--- config.mk ---
export PLATFORM = sky130hd
export DESIGN_NAME = prog_ctr_stack_flat
export DESIGN_NICKNAME = d
export VERILOG_FILES = /design/src/rtl/prog_ctr_stack_if.sv /design/src/rtl/prog_ctr_stack.sv /design/src/flat_wrapper.sv
export SDC_FILE = /design/constraint.sdc
export NUM_CORES = 1
export LEC_CHECK = 0
export BUFFER_PORTS_ARGS = -buffer_cell sky130_fd_sc_hd__buf_2
export CAP_MARGIN = 20
export CORE_UTILIZATION = 31
export DETAILED_ROUTE_END_ITERATION = 16
export GPL_ROUTABILITY_DRIVEN = 1
export PLACE_DENSITY_LB_ADDON = 0.05
export SLEW_MARGIN = 10
export SYNTH_ARGS = -nofsm -noshare
export SYNTH_HDL_FRONTEND = slang
export SYNTH_SLANG_ARGS = --single-unit
--- constraint.sdc ---
create_clock -name Clk -period 7 [get_ports Clk]
set_input_delay 1.4 -clock Clk [delete_from_list [all_inputs] [get_ports Clk]]
set_output_delay 1.4 -clock Clk [all_outputs]
set_load 0.05 [all_outputs]
--- src/rtl/prog_ctr_stack_if.sv ---
// Fetch-side control bus of prog_ctr_stack: launch, branch, call/return requests
// from decoder/ALU, and the program-counter / run-status results returned to fetch.
interface prog_ctr_stack_if #(
  parameter int A     = 10,
  parameter int OFFW  = 6,
  parameter int NPROG = 3
);
  localparam int IDXW = $clog2(NPROG + 2);

  logic            Start;
  logic            Halt;
  logic            BranchAbsEn;
  logic            BranchRelEn;
  logic            CallEn;
  logic            RetEn;
  logic            ALU_flag;
  logic [A-1:0]    AbsTarget;
  logic [OFFW-1:0] RelTarget;
  logic [A-1:0]    ProgCtr;
  logic [IDXW-1:0] ProgIdx;
  logic            Running;
  logic            StackOverflow;
  logic            StackUnderflow;

  modport master (
    output Start, Halt, BranchAbsEn, BranchRelEn, CallEn, RetEn, ALU_flag,
           AbsTarget, RelTarget,
    input  ProgCtr, ProgIdx, Running, StackOverflow, StackUnderflow
  );

  modport slave (
    input  Start, Halt, BranchAbsEn, BranchRelEn, CallEn, RetEn, ALU_flag,
           AbsTarget, RelTarget,
    output ProgCtr, ProgIdx, Running, StackOverflow, StackUnderflow
  );
endinterface

--- src/rtl/prog_ctr_stack.sv ---
// Instruction-fetch program counter with multi-program launch, conditional
// absolute/relative branches, a return-address stack, halt and sticky stack-error flags.
module prog_ctr_stack #(
  parameter int A       = 10,
  parameter int OFFW    = 6,
  parameter int NPROG   = 3,
  parameter int PSTRIDE = 100,
  parameter int RASD    = 4
) (
  input  logic            Clk,
  input  logic            Reset_n,
  prog_ctr_stack_if.slave bus
);

  localparam int IDXW = $clog2(NPROG + 2);
  localparam int SPW  = $clog2(RASD + 1);
  localparam int SAW  = (RASD > 1) ? $clog2(RASD) : 1;

  localparam logic [0:0] ST_IDLE = 1'b0;
  localparam logic [0:0] ST_RUN  = 1'b1;

  logic [A-1:0]    pc_q, pc_d;
  logic [IDXW-1:0] idx_q, idx_d;
  logic [0:0]      state_q, state_d;
  logic [SPW-1:0]  sp_q, sp_d;
  logic            ovf_q, ovf_d;
  logic            unf_q, unf_d;
  logic            start_r_q;
  logic [A-1:0]    stack_q [RASD];

  logic            start_rise, start_fall;
  logic            push_en;
  logic [A-1:0]    pc_inc, pc_rel, launch_pc, stack_top;

  assign start_rise = bus.Start & ~start_r_q;
  assign start_fall = start_r_q & ~bus.Start;
  assign pc_inc     = pc_q + 1'b1;
  assign pc_rel     = pc_q + {{(A-OFFW){bus.RelTarget[OFFW-1]}}, bus.RelTarget};
  assign launch_pc  = A'(idx_q - 1'b1) * A'(PSTRIDE);
  assign stack_top  = stack_q[SAW'(sp_q - 1'b1)];

  // NOTE: every output of this block gets a default first, so no path can infer a latch.
  always_comb begin
    pc_d    = pc_q;
    idx_d   = idx_q;
    state_d = state_q;
    sp_d    = sp_q;
    ovf_d   = ovf_q;
    unf_d   = unf_q;
    push_en = 1'b0;

    if (start_rise && idx_q != IDXW'(NPROG + 1)) idx_d = idx_q + 1'b1;

    if (start_fall) begin
      // A fall after more rises than programs parks the sequencer without moving the PC.
      if (idx_q >= IDXW'(1) && idx_q <= IDXW'(NPROG)) begin
        pc_d    = launch_pc;
        state_d = ST_RUN;
        sp_d    = '0;
        ovf_d   = 1'b0;
        unf_d   = 1'b0;
      end else begin
        state_d = ST_IDLE;
      end
    end else if (state_q == ST_RUN) begin
      if (bus.Halt) begin
        state_d = ST_IDLE;
      end else if (bus.RetEn) begin
        if (sp_q != '0) begin
          pc_d = stack_top;
          sp_d = sp_q - 1'b1;
        end else begin
          pc_d  = pc_inc;
          unf_d = 1'b1;
        end
      end else if (bus.CallEn) begin
        pc_d = bus.AbsTarget;
        if (sp_q < SPW'(RASD)) begin
          push_en = 1'b1;
          sp_d    = sp_q + 1'b1;
        end else begin
          ovf_d = 1'b1;
        end
      end else if (bus.BranchAbsEn && !bus.ALU_flag) begin
        pc_d = bus.AbsTarget;
      end else if (bus.BranchRelEn && !bus.ALU_flag) begin
        pc_d = pc_rel;
      end else begin
        pc_d = pc_inc;
      end
    end
  end

  // NOTE: sequential state uses non-blocking assignments so all flops update together.
  always_ff @(posedge Clk or negedge Reset_n) begin
    if (!Reset_n) begin
      pc_q      <= '0;
      idx_q     <= '0;
      state_q   <= ST_IDLE;
      sp_q      <= '0;
      ovf_q     <= 1'b0;
      unf_q     <= 1'b0;
      start_r_q <= 1'b0;
    end else begin
      pc_q      <= pc_d;
      idx_q     <= idx_d;
      state_q   <= state_d;
      sp_q      <= sp_d;
      ovf_q     <= ovf_d;
      unf_q     <= unf_d;
      start_r_q <= bus.Start;
    end
  end

  // NOTE: the stack array has no reset; the pointer alone defines which entries are valid.
  always_ff @(posedge Clk) begin
    if (push_en) stack_q[SAW'(sp_q)] <= pc_inc;
  end

  assign bus.ProgCtr        = pc_q;
  assign bus.ProgIdx        = idx_q;
  assign bus.Running        = (state_q == ST_RUN);
  assign bus.StackOverflow  = ovf_q;
  assign bus.StackUnderflow = unf_q;

endmodule
--- src/flat_wrapper.sv ---
// flat-port wrapper written by rule: the top's interface ports become plain ports
module prog_ctr_stack_flat 
#(
  parameter int A       = 10,
  parameter int OFFW    = 6,
  parameter int NPROG   = 3,
  parameter int PSTRIDE = 100,
  parameter int RASD    = 4
)
  (Clk, Reset_n, bus_Start, bus_Halt, bus_BranchAbsEn, bus_BranchRelEn, bus_CallEn, bus_RetEn, bus_ALU_flag, bus_AbsTarget, bus_RelTarget, bus_ProgCtr, bus_ProgIdx, bus_Running, bus_StackOverflow, bus_StackUnderflow);
  prog_ctr_stack_if #(.A(A), .OFFW(OFFW), .NPROG(NPROG)) bus_i ();
  input  logic Clk;
  input  logic Reset_n;
  input wire logic [$bits(bus_i.Start)-1:0] bus_Start;
  input wire logic [$bits(bus_i.Halt)-1:0] bus_Halt;
  input wire logic [$bits(bus_i.BranchAbsEn)-1:0] bus_BranchAbsEn;
  input wire logic [$bits(bus_i.BranchRelEn)-1:0] bus_BranchRelEn;
  input wire logic [$bits(bus_i.CallEn)-1:0] bus_CallEn;
  input wire logic [$bits(bus_i.RetEn)-1:0] bus_RetEn;
  input wire logic [$bits(bus_i.ALU_flag)-1:0] bus_ALU_flag;
  input wire logic [$bits(bus_i.AbsTarget)-1:0] bus_AbsTarget;
  input wire logic [$bits(bus_i.RelTarget)-1:0] bus_RelTarget;
  output wire logic [$bits(bus_i.ProgCtr)-1:0] bus_ProgCtr;
  output wire logic [$bits(bus_i.ProgIdx)-1:0] bus_ProgIdx;
  output wire logic [$bits(bus_i.Running)-1:0] bus_Running;
  output wire logic [$bits(bus_i.StackOverflow)-1:0] bus_StackOverflow;
  output wire logic [$bits(bus_i.StackUnderflow)-1:0] bus_StackUnderflow;
  assign bus_i.Start = bus_Start;
  assign bus_i.Halt = bus_Halt;
  assign bus_i.BranchAbsEn = bus_BranchAbsEn;
  assign bus_i.BranchRelEn = bus_BranchRelEn;
  assign bus_i.CallEn = bus_CallEn;
  assign bus_i.RetEn = bus_RetEn;
  assign bus_i.ALU_flag = bus_ALU_flag;
  assign bus_i.AbsTarget = bus_AbsTarget;
  assign bus_i.RelTarget = bus_RelTarget;
  assign bus_ProgCtr = bus_i.ProgCtr;
  assign bus_ProgIdx = bus_i.ProgIdx;
  assign bus_Running = bus_i.Running;
  assign bus_StackOverflow = bus_i.StackOverflow;
  assign bus_StackUnderflow = bus_i.StackUnderflow;
  prog_ctr_stack #(.A(A), .OFFW(OFFW), .NPROG(NPROG), .PSTRIDE(PSTRIDE), .RASD(RASD)) u_core (.Clk(Clk), .Reset_n(Reset_n), .bus(bus_i));
endmodule
## Word-level counts from Yosys, hierarchy flattened

Memories as Yosys holds them, arrays and structs flattened.
Index checks and enable logic that the tools add are counted.

| operators by class | value |
|---|---|
| bitwise operators | 4 |
| mux-type cells | 41 |
| divide/modulo/power cells | 0 |
| add/sub/neg operators | 6 |
| multipliers | 1 |
| shift operators | 0 |
| $lt $le $gt $ge | 3 |
| reduce and logical (&&, ||, !) cells | 15 |
| equal/unequal tests | 7 |

Operator list:

| operator | count |
|---|---|
| 2-to-1 mux 10 bit | 9 |
| 2-to-1 mux 1 bit | 24 |
| 2-to-1 mux 3 bit | 8 |
| AND reduction 6 bit | 2 |
| adder 10 x 1 -> 10 bit, second input constant | 1 |
| adder 10 bit | 1 |
| multiplier 10 x 5 -> 8 bit, second input constant | 1 |
| nonzero test 3 bit | 3 |
| != test 2 x 1 -> 1 bit, second input constant | 4 |
| adder 3 x 1 -> 3 bit, second input constant | 2 |
| nonzero test 2 bit | 3 |
| AND reduction 5 bit | 1 |
| logical AND 1 bit | 4 |
| subtractor 3 x 1 -> 4 bit, second input constant | 1 |
| greater-or-equal comparator 3 x 1 -> 1 bit, second input constant | 1 |
| <= comparator 3 x 2 -> 1 bit, second input constant | 1 |
| less-than comparator 3 bit, second input constant | 1 |
| != test 3 x 1 -> 1 bit, second input constant | 1 |
| != test 3 bit, second input constant | 1 |
| AND reduction 3 bit | 1 |
| subtractor 3 x 1 -> 3 bit, second input constant | 1 |
| AND 1 bit | 2 |
| != test 2 bit, second input constant | 1 |
| inverter 1 bit | 2 |
| zero test 1 bit | 1 |

| storage, ports and cells | value |
|---|---|
| register bits after elaboration | 20 |
| input bits | 25 |
| memory bits (writable) | 40 |
| memories kept | 1 |
| word-level logic and storage cells | 85 |
| latch bits | 0 |
| bits in read-only memories | 0 |

Memories:

| memory | words | width | read ports | clocked after Yosys merged registers in | wr ports | line | source |
|---|---|---|---|---|---|---|---|
| u_core.stack_q | 4 | 10 | 1 | 0 | 1 | prog_ctr_stack.sv:29 | `logic [A-1:0] stack_q [RASD];` |

## Logic depth before layout (Yosys ltp)

| logic depth | value |
|---|---|
| depth after elaboration | 9 |
| mapped depth | 14 |

## Worst setup path before layout

Ideal clock, no wire load.

| timing path | value |
|---|---|
| path kind | flip-flop to flip-flop |
| start | register u_core.idx_q[0], in the netlist u_core.bus.ProgIdx[0] |
| end | register u_core.pc_q[9], in the netlist u_core.bus.ProgCtr[9] |
| cell stages (with the launch flop) | 15 |
| arrival | 3403 ps |
| buffers on the path | 0 |
| data required time | 6875 ps |
| setup slack | 3471 ps |
| path through | dfrtp_1 > inv_1 > ha_1 > xor2_1 > ha_1 > fa_1 > inv_1 > fa_1 > inv_1 > ha_1 > a21oi_1 > xnor2_1 > nand2_1 > o21ai_0 > a21oi_1 |

| between the ends | value |
|---|---|
| cells in the longest elaborated chain, start to end | 4 |
| elaborated cells on any way between the ends | 9 |
| classes of those cells | 1 x add/sub; 1 x mul; 2 x order compare; 1 x eq/ne; 2 x mux; 2 x reduce/logical |

Ends and longest elaborated chain:

| what | line | source |
|---|---|---|
| start, declared | prog_ctr_stack.sv:23 | `logic [IDXW-1:0] idx_q, idx_d;` |
| start signal, assigned | prog_ctr_stack.sv:106 | `idx_q <= idx_d;` |
| subtractor 3 x 1 -> 4 bit, or another cell as far along | prog_ctr_stack.sv:39 | `assign launch_pc = A'(idx_q - 1'b1) * A'(PSTRIDE);` |
| multiplier 10 x 5 -> 8 bit or logical AND 1 bit (tied branches) | prog_ctr_stack.sv:39, prog_ctr_stack.sv:56 |  |
| 2-to-1 mux 10 bit or != test 2 bit (tied branches) | n/a |  |
| 2-to-1 mux 10 bit or AND reduction 3 bit (tied branches) | n/a |  |
| end signal, assigned | prog_ctr_stack.sv:105 | `pc_q <= pc_d;` |
| end, declared | prog_ctr_stack.sv:22 | `logic [A-1:0] pc_q, pc_d;` |

Parallel ways exist; a longest one is shown, timed or not. The select of a mux whose other input is x is not followed.
A chain may end at the register's enable or synchronous reset.

## Worst setup path after layout

| timing path | value |
|---|---|
| start | input bus_Start |
| end | memory u_core.stack_q[2][5], enable pin |

| between the ends | value |
|---|---|
| cells in the longest elaborated chain, start to end | 5 |

Ends and longest elaborated chain:

| what | line | source |
|---|---|---|
| start, declared | flat_wrapper.sv:14 | `input wire logic [$bits(bus_i.Start)-1:0] bus_Start;` |
| inverter 1 bit | prog_ctr_stack.sv:36 | `assign start_fall = start_r_q & ~bus.Start;` |
| AND 1 bit | prog_ctr_stack.sv:36 |  |
| 2-to-1 mux 1 bit | prog_ctr_stack.sv:54 | `if (start_fall) begin` |
| 2-to-1 mux 1 bit | prog_ctr_stack.sv:117 | `if (push_en) stack_q[SAW'(sp_q)] <= pc_inc;` |
| 2-to-1 mux 1 bit (not written as such) | prog_ctr_stack.sv:117 |  |
| end, declared | prog_ctr_stack.sv:29 |  |

No other way between the ends.

==> impl_results.md <==
- VDD IR max: 152 µV
- Final design utilization: 0.370
- Worst Reg-to-Reg Cells: 14
- Critical R2R Capture: u_core.bus.ProgCtr[9]
- Layout Cells excl Fill: 524
- Cell variety after synth: 59
- Critical path depth: 6
- I/O Pins: 41
- Crit end category: register
- Top FF cell, synth: edfxtp_1
- Period utilisation layout: 0.516
- Share of the synthesized area in the top cell type: 0.314
- Drt total wl: 10400 µm
- Initial antenna violation count: 0
- # setup viols final: 0
- CP max FO: 10
- Yosys top cell by area: edfxtp_1
- Total GRT Usage: 0.174
- Clock root cell: clkbuf_16
- M1 GR Usage: 0.252
- DRT antenna net count: 0
- Nets@finish: 429
- H-tree depth: 3
- Syn Nets: 391
- Clk_lat worst skew: 0.33 ns
- Initial Util: 0.319
- Register area share after synthesis: 0.445
- Post-synth EDFFs: 40
- Max Clock Freq: 277 MHz
- Largest cells by area after synthesis: edfxtp_1, dfrtp_1, ha_1
- Placed cell area: 4140 µm²
- HP Class: reg2reg
- Worst Tran Pin Value: 0.723 ns
- Global routing's busiest layer: met2
- Worst Clk Skew: 0.00781 ns
- Synth async-reset ratio: 0.333
- Setup TNS: 0 ns
- Vias per Instance: 5.21
- Area growth syn-to-layout: 16.1%
- Grt met3 use: 0.0348
- Power Dens Cells: 475 nW/µm²
- Diodes inserted: 0
- Final WS setup: 3.39 ns
- CTS Buffer Depth: 2
- Synth Register Bits: 60
- CP bufs+invs: 1
- Clk pin slew, worst setup/hold paths: 0.06 ns
- Critical Path RT: 6.96 ns
- Die width: 113 µm
- Hold_buf cts: 0
- CP cell instances: buf_2, nand2b_1, nand3_1, nor2_1, and3_1, and2_1
- Detailed Route Iter0 Violations: 159
- Layout cells sized above 1: 0.178
- Global-route wire length before repair: 16200 µm
- Max-capacitance violation count: 0
- Post-Syn Area: 3830 µm²
- Tmin final: 3.61 ns
- Vias: 2729
- Slowest CP cell: nor2_1
- Setup crit start: bus_Start
- RSZ-0062 raised after global routing: false
- Largest net degree at the start of global routing: 21
- Max stage delay on crit path: 0.54 ns
- Num rows: 40
- Relative slew slack: 0.514
- Leakage power total: 1.83 nW
- Status: finished, final reports clean
- Die area: 12800 µm²
- Syn Area/Cell: 11.5 µm²
- GR Layer Usage met2: 0.263
- Max Slew Vio Count: 0
- Vias in the first global route: 2720
- Worst R2R Start: u_core.bus.ProgIdx[0]
- TritonCTS Buffers: 9
- Placed cells: 508
- # port buffers: 40
- TritonCTS clock tree: built
- Core Region: 12000 µm²
- Die height: 113 µm
- Reg-to-reg setup timing slack: 3.49 ns
- Detailed Routing Iterations Pass 1: 4
- Clk sinks: 60
- Final Hold Vio Count: 0
- Worst setup path endpoint: u_core.stack_q[2][5]
- Routability cong.: 0.771
- WL/cell: 19.8 µm
- CP arrival: 3.58 ns
- CP startpoint kind: input port
- Crit-path leading delay family: simple AND/OR/NAND/NOR gates
- Cell count after synthesis: 334
- Crit Path Category: in2reg
- Post-route cell area: 4440 µm²
- Post-CTS sizing: 0
- Setup Buffers After CTS: 0
- DP Worst Slack: 3.04 ns
- HPWL after detailed placement: 7650 µm
- # DRC: 0
- Ys Warns: 0
- Overflow after GRT: 0
[Yosys cell counts (all sizes together), types with 7 or more instances]
library cell  instances
a21o                  7
nand3                12
a21oi                20
nor2                 16
nand2                20
buf                   7
inv                  25
nor3                  7
dfrtp                20
o21ai                18
edfxtp               40
ha                   27
o211ai                7
xnor2                13
xor2                 10
mux4                 10
[report_power, final]
part,switching [mW],leakage [nW],internal (mW)
Clock,0.179,0.147,0.281
Sequential,0.106,0.606,0.461
Combinational,0.660,1.07,0.425
[flip-flops by register name, indices dropped and copies added (netlist names)]
| signal | flops |
|---|---|
| u_core.stack_q | 40 |
| u_core.bus.ProgCtr | 10 |
| u_core.bus.ProgIdx | 3 |
| u_core.sp_q | 3 |
| u_core.bus.Running | 1 |
| u_core.bus.StackOverflow | 1 |
| u_core.bus.StackUnderflow | 1 |
| u_core.start_r_q | 1 |
[cells in the final DEF (no fill, tap or decap), drive strengths merged, types with 5 or more instances in the layout]
cell	synthesis	routed
clkbuf	6	9
mux2i	5	5
xnor2	13	13
edfxtp	40	40
nor2b	5	5
nand2b	5	5
and2	6	6
ha	27	27
nand2	20	20
nand3	12	12
o21ai	18	18
a211oi	5	5
mux4	10	10
buf	7	40
xor2	10	10
a21o	7	7
fa	5	5
o211ai	7	7
dfrtp	20	20
a21oi	20	20
nor3	7	7
nor2	16	16
inv	25	29
[worst min-delay path, delay by kind of cell (launching register included)]
kind | cells | cell delay, ns
DFF | 1 | 0.34
and+or+nand+nor | 1 | 0.07
AOI/OAI and AO/OA | 1 | 0.04
[through the flow]
step / hold slack (ns) / power (mW)
final: 0.490 / 2.11
after global routing: 0.542 / 2.28
after CTS: 0.500 / 2.15
after detailed placement: 0.485 / 1.68
after global placement: 0.480 / 1.68
after floorplan: 0.550 / 1.38
[per-layer routing]
metal  vias to the layer above  routed length [µm]
met5                         -                   0
met4                         0                 112
met3                         9                 388
met2                        67                4680
met1                      1342                5210
li1                       1311                   -
[worst min path at each step]
stage                                    startpoint                         to  slack (ns)  cells past startpoint
after floorplan                      u_core.sp_q[2]   u_core.bus.StackOverflow        0.55                      2
after global placement     u_core.bus.StackOverflow   u_core.bus.StackOverflow        0.48                      2
after detailed placement   u_core.bus.StackOverflow   u_core.bus.StackOverflow        0.49                      2
after CTS                  u_core.bus.StackOverflow   u_core.bus.StackOverflow        0.50                      2
after global routing      u_core.bus.StackUnderflow  u_core.bus.StackUnderflow        0.54                      2
final                      u_core.bus.StackOverflow   u_core.bus.StackOverflow        0.49                      2
[cell type report]
class | count | area, µm²
tap | 147 | 184
multi-input combinational | 236 | 1960
inverter | 25 | 93.8
fill | 1227 | 7570
clock buffer | 9 | 225
sequential | 60 | 1700
timing repair buffer | 40 | 200
clock inverter | 7 | 81.3
[logic make-up after synthesis]
| family | count (synthesis) | synth area share |
|---|---|---|
| flops | 60 | 0.445 |
| xor+xnor | 23 | 0.0546 |
| fa+ha+maj | 32 | 0.114 |
| buf+inv | 38 | 0.0441 |
| simple gates | 85 | 0.118 |
| mux | 16 | 0.0837 |
| compound gates | 80 | 0.140 |
Power figures use the tool's default switching activity.
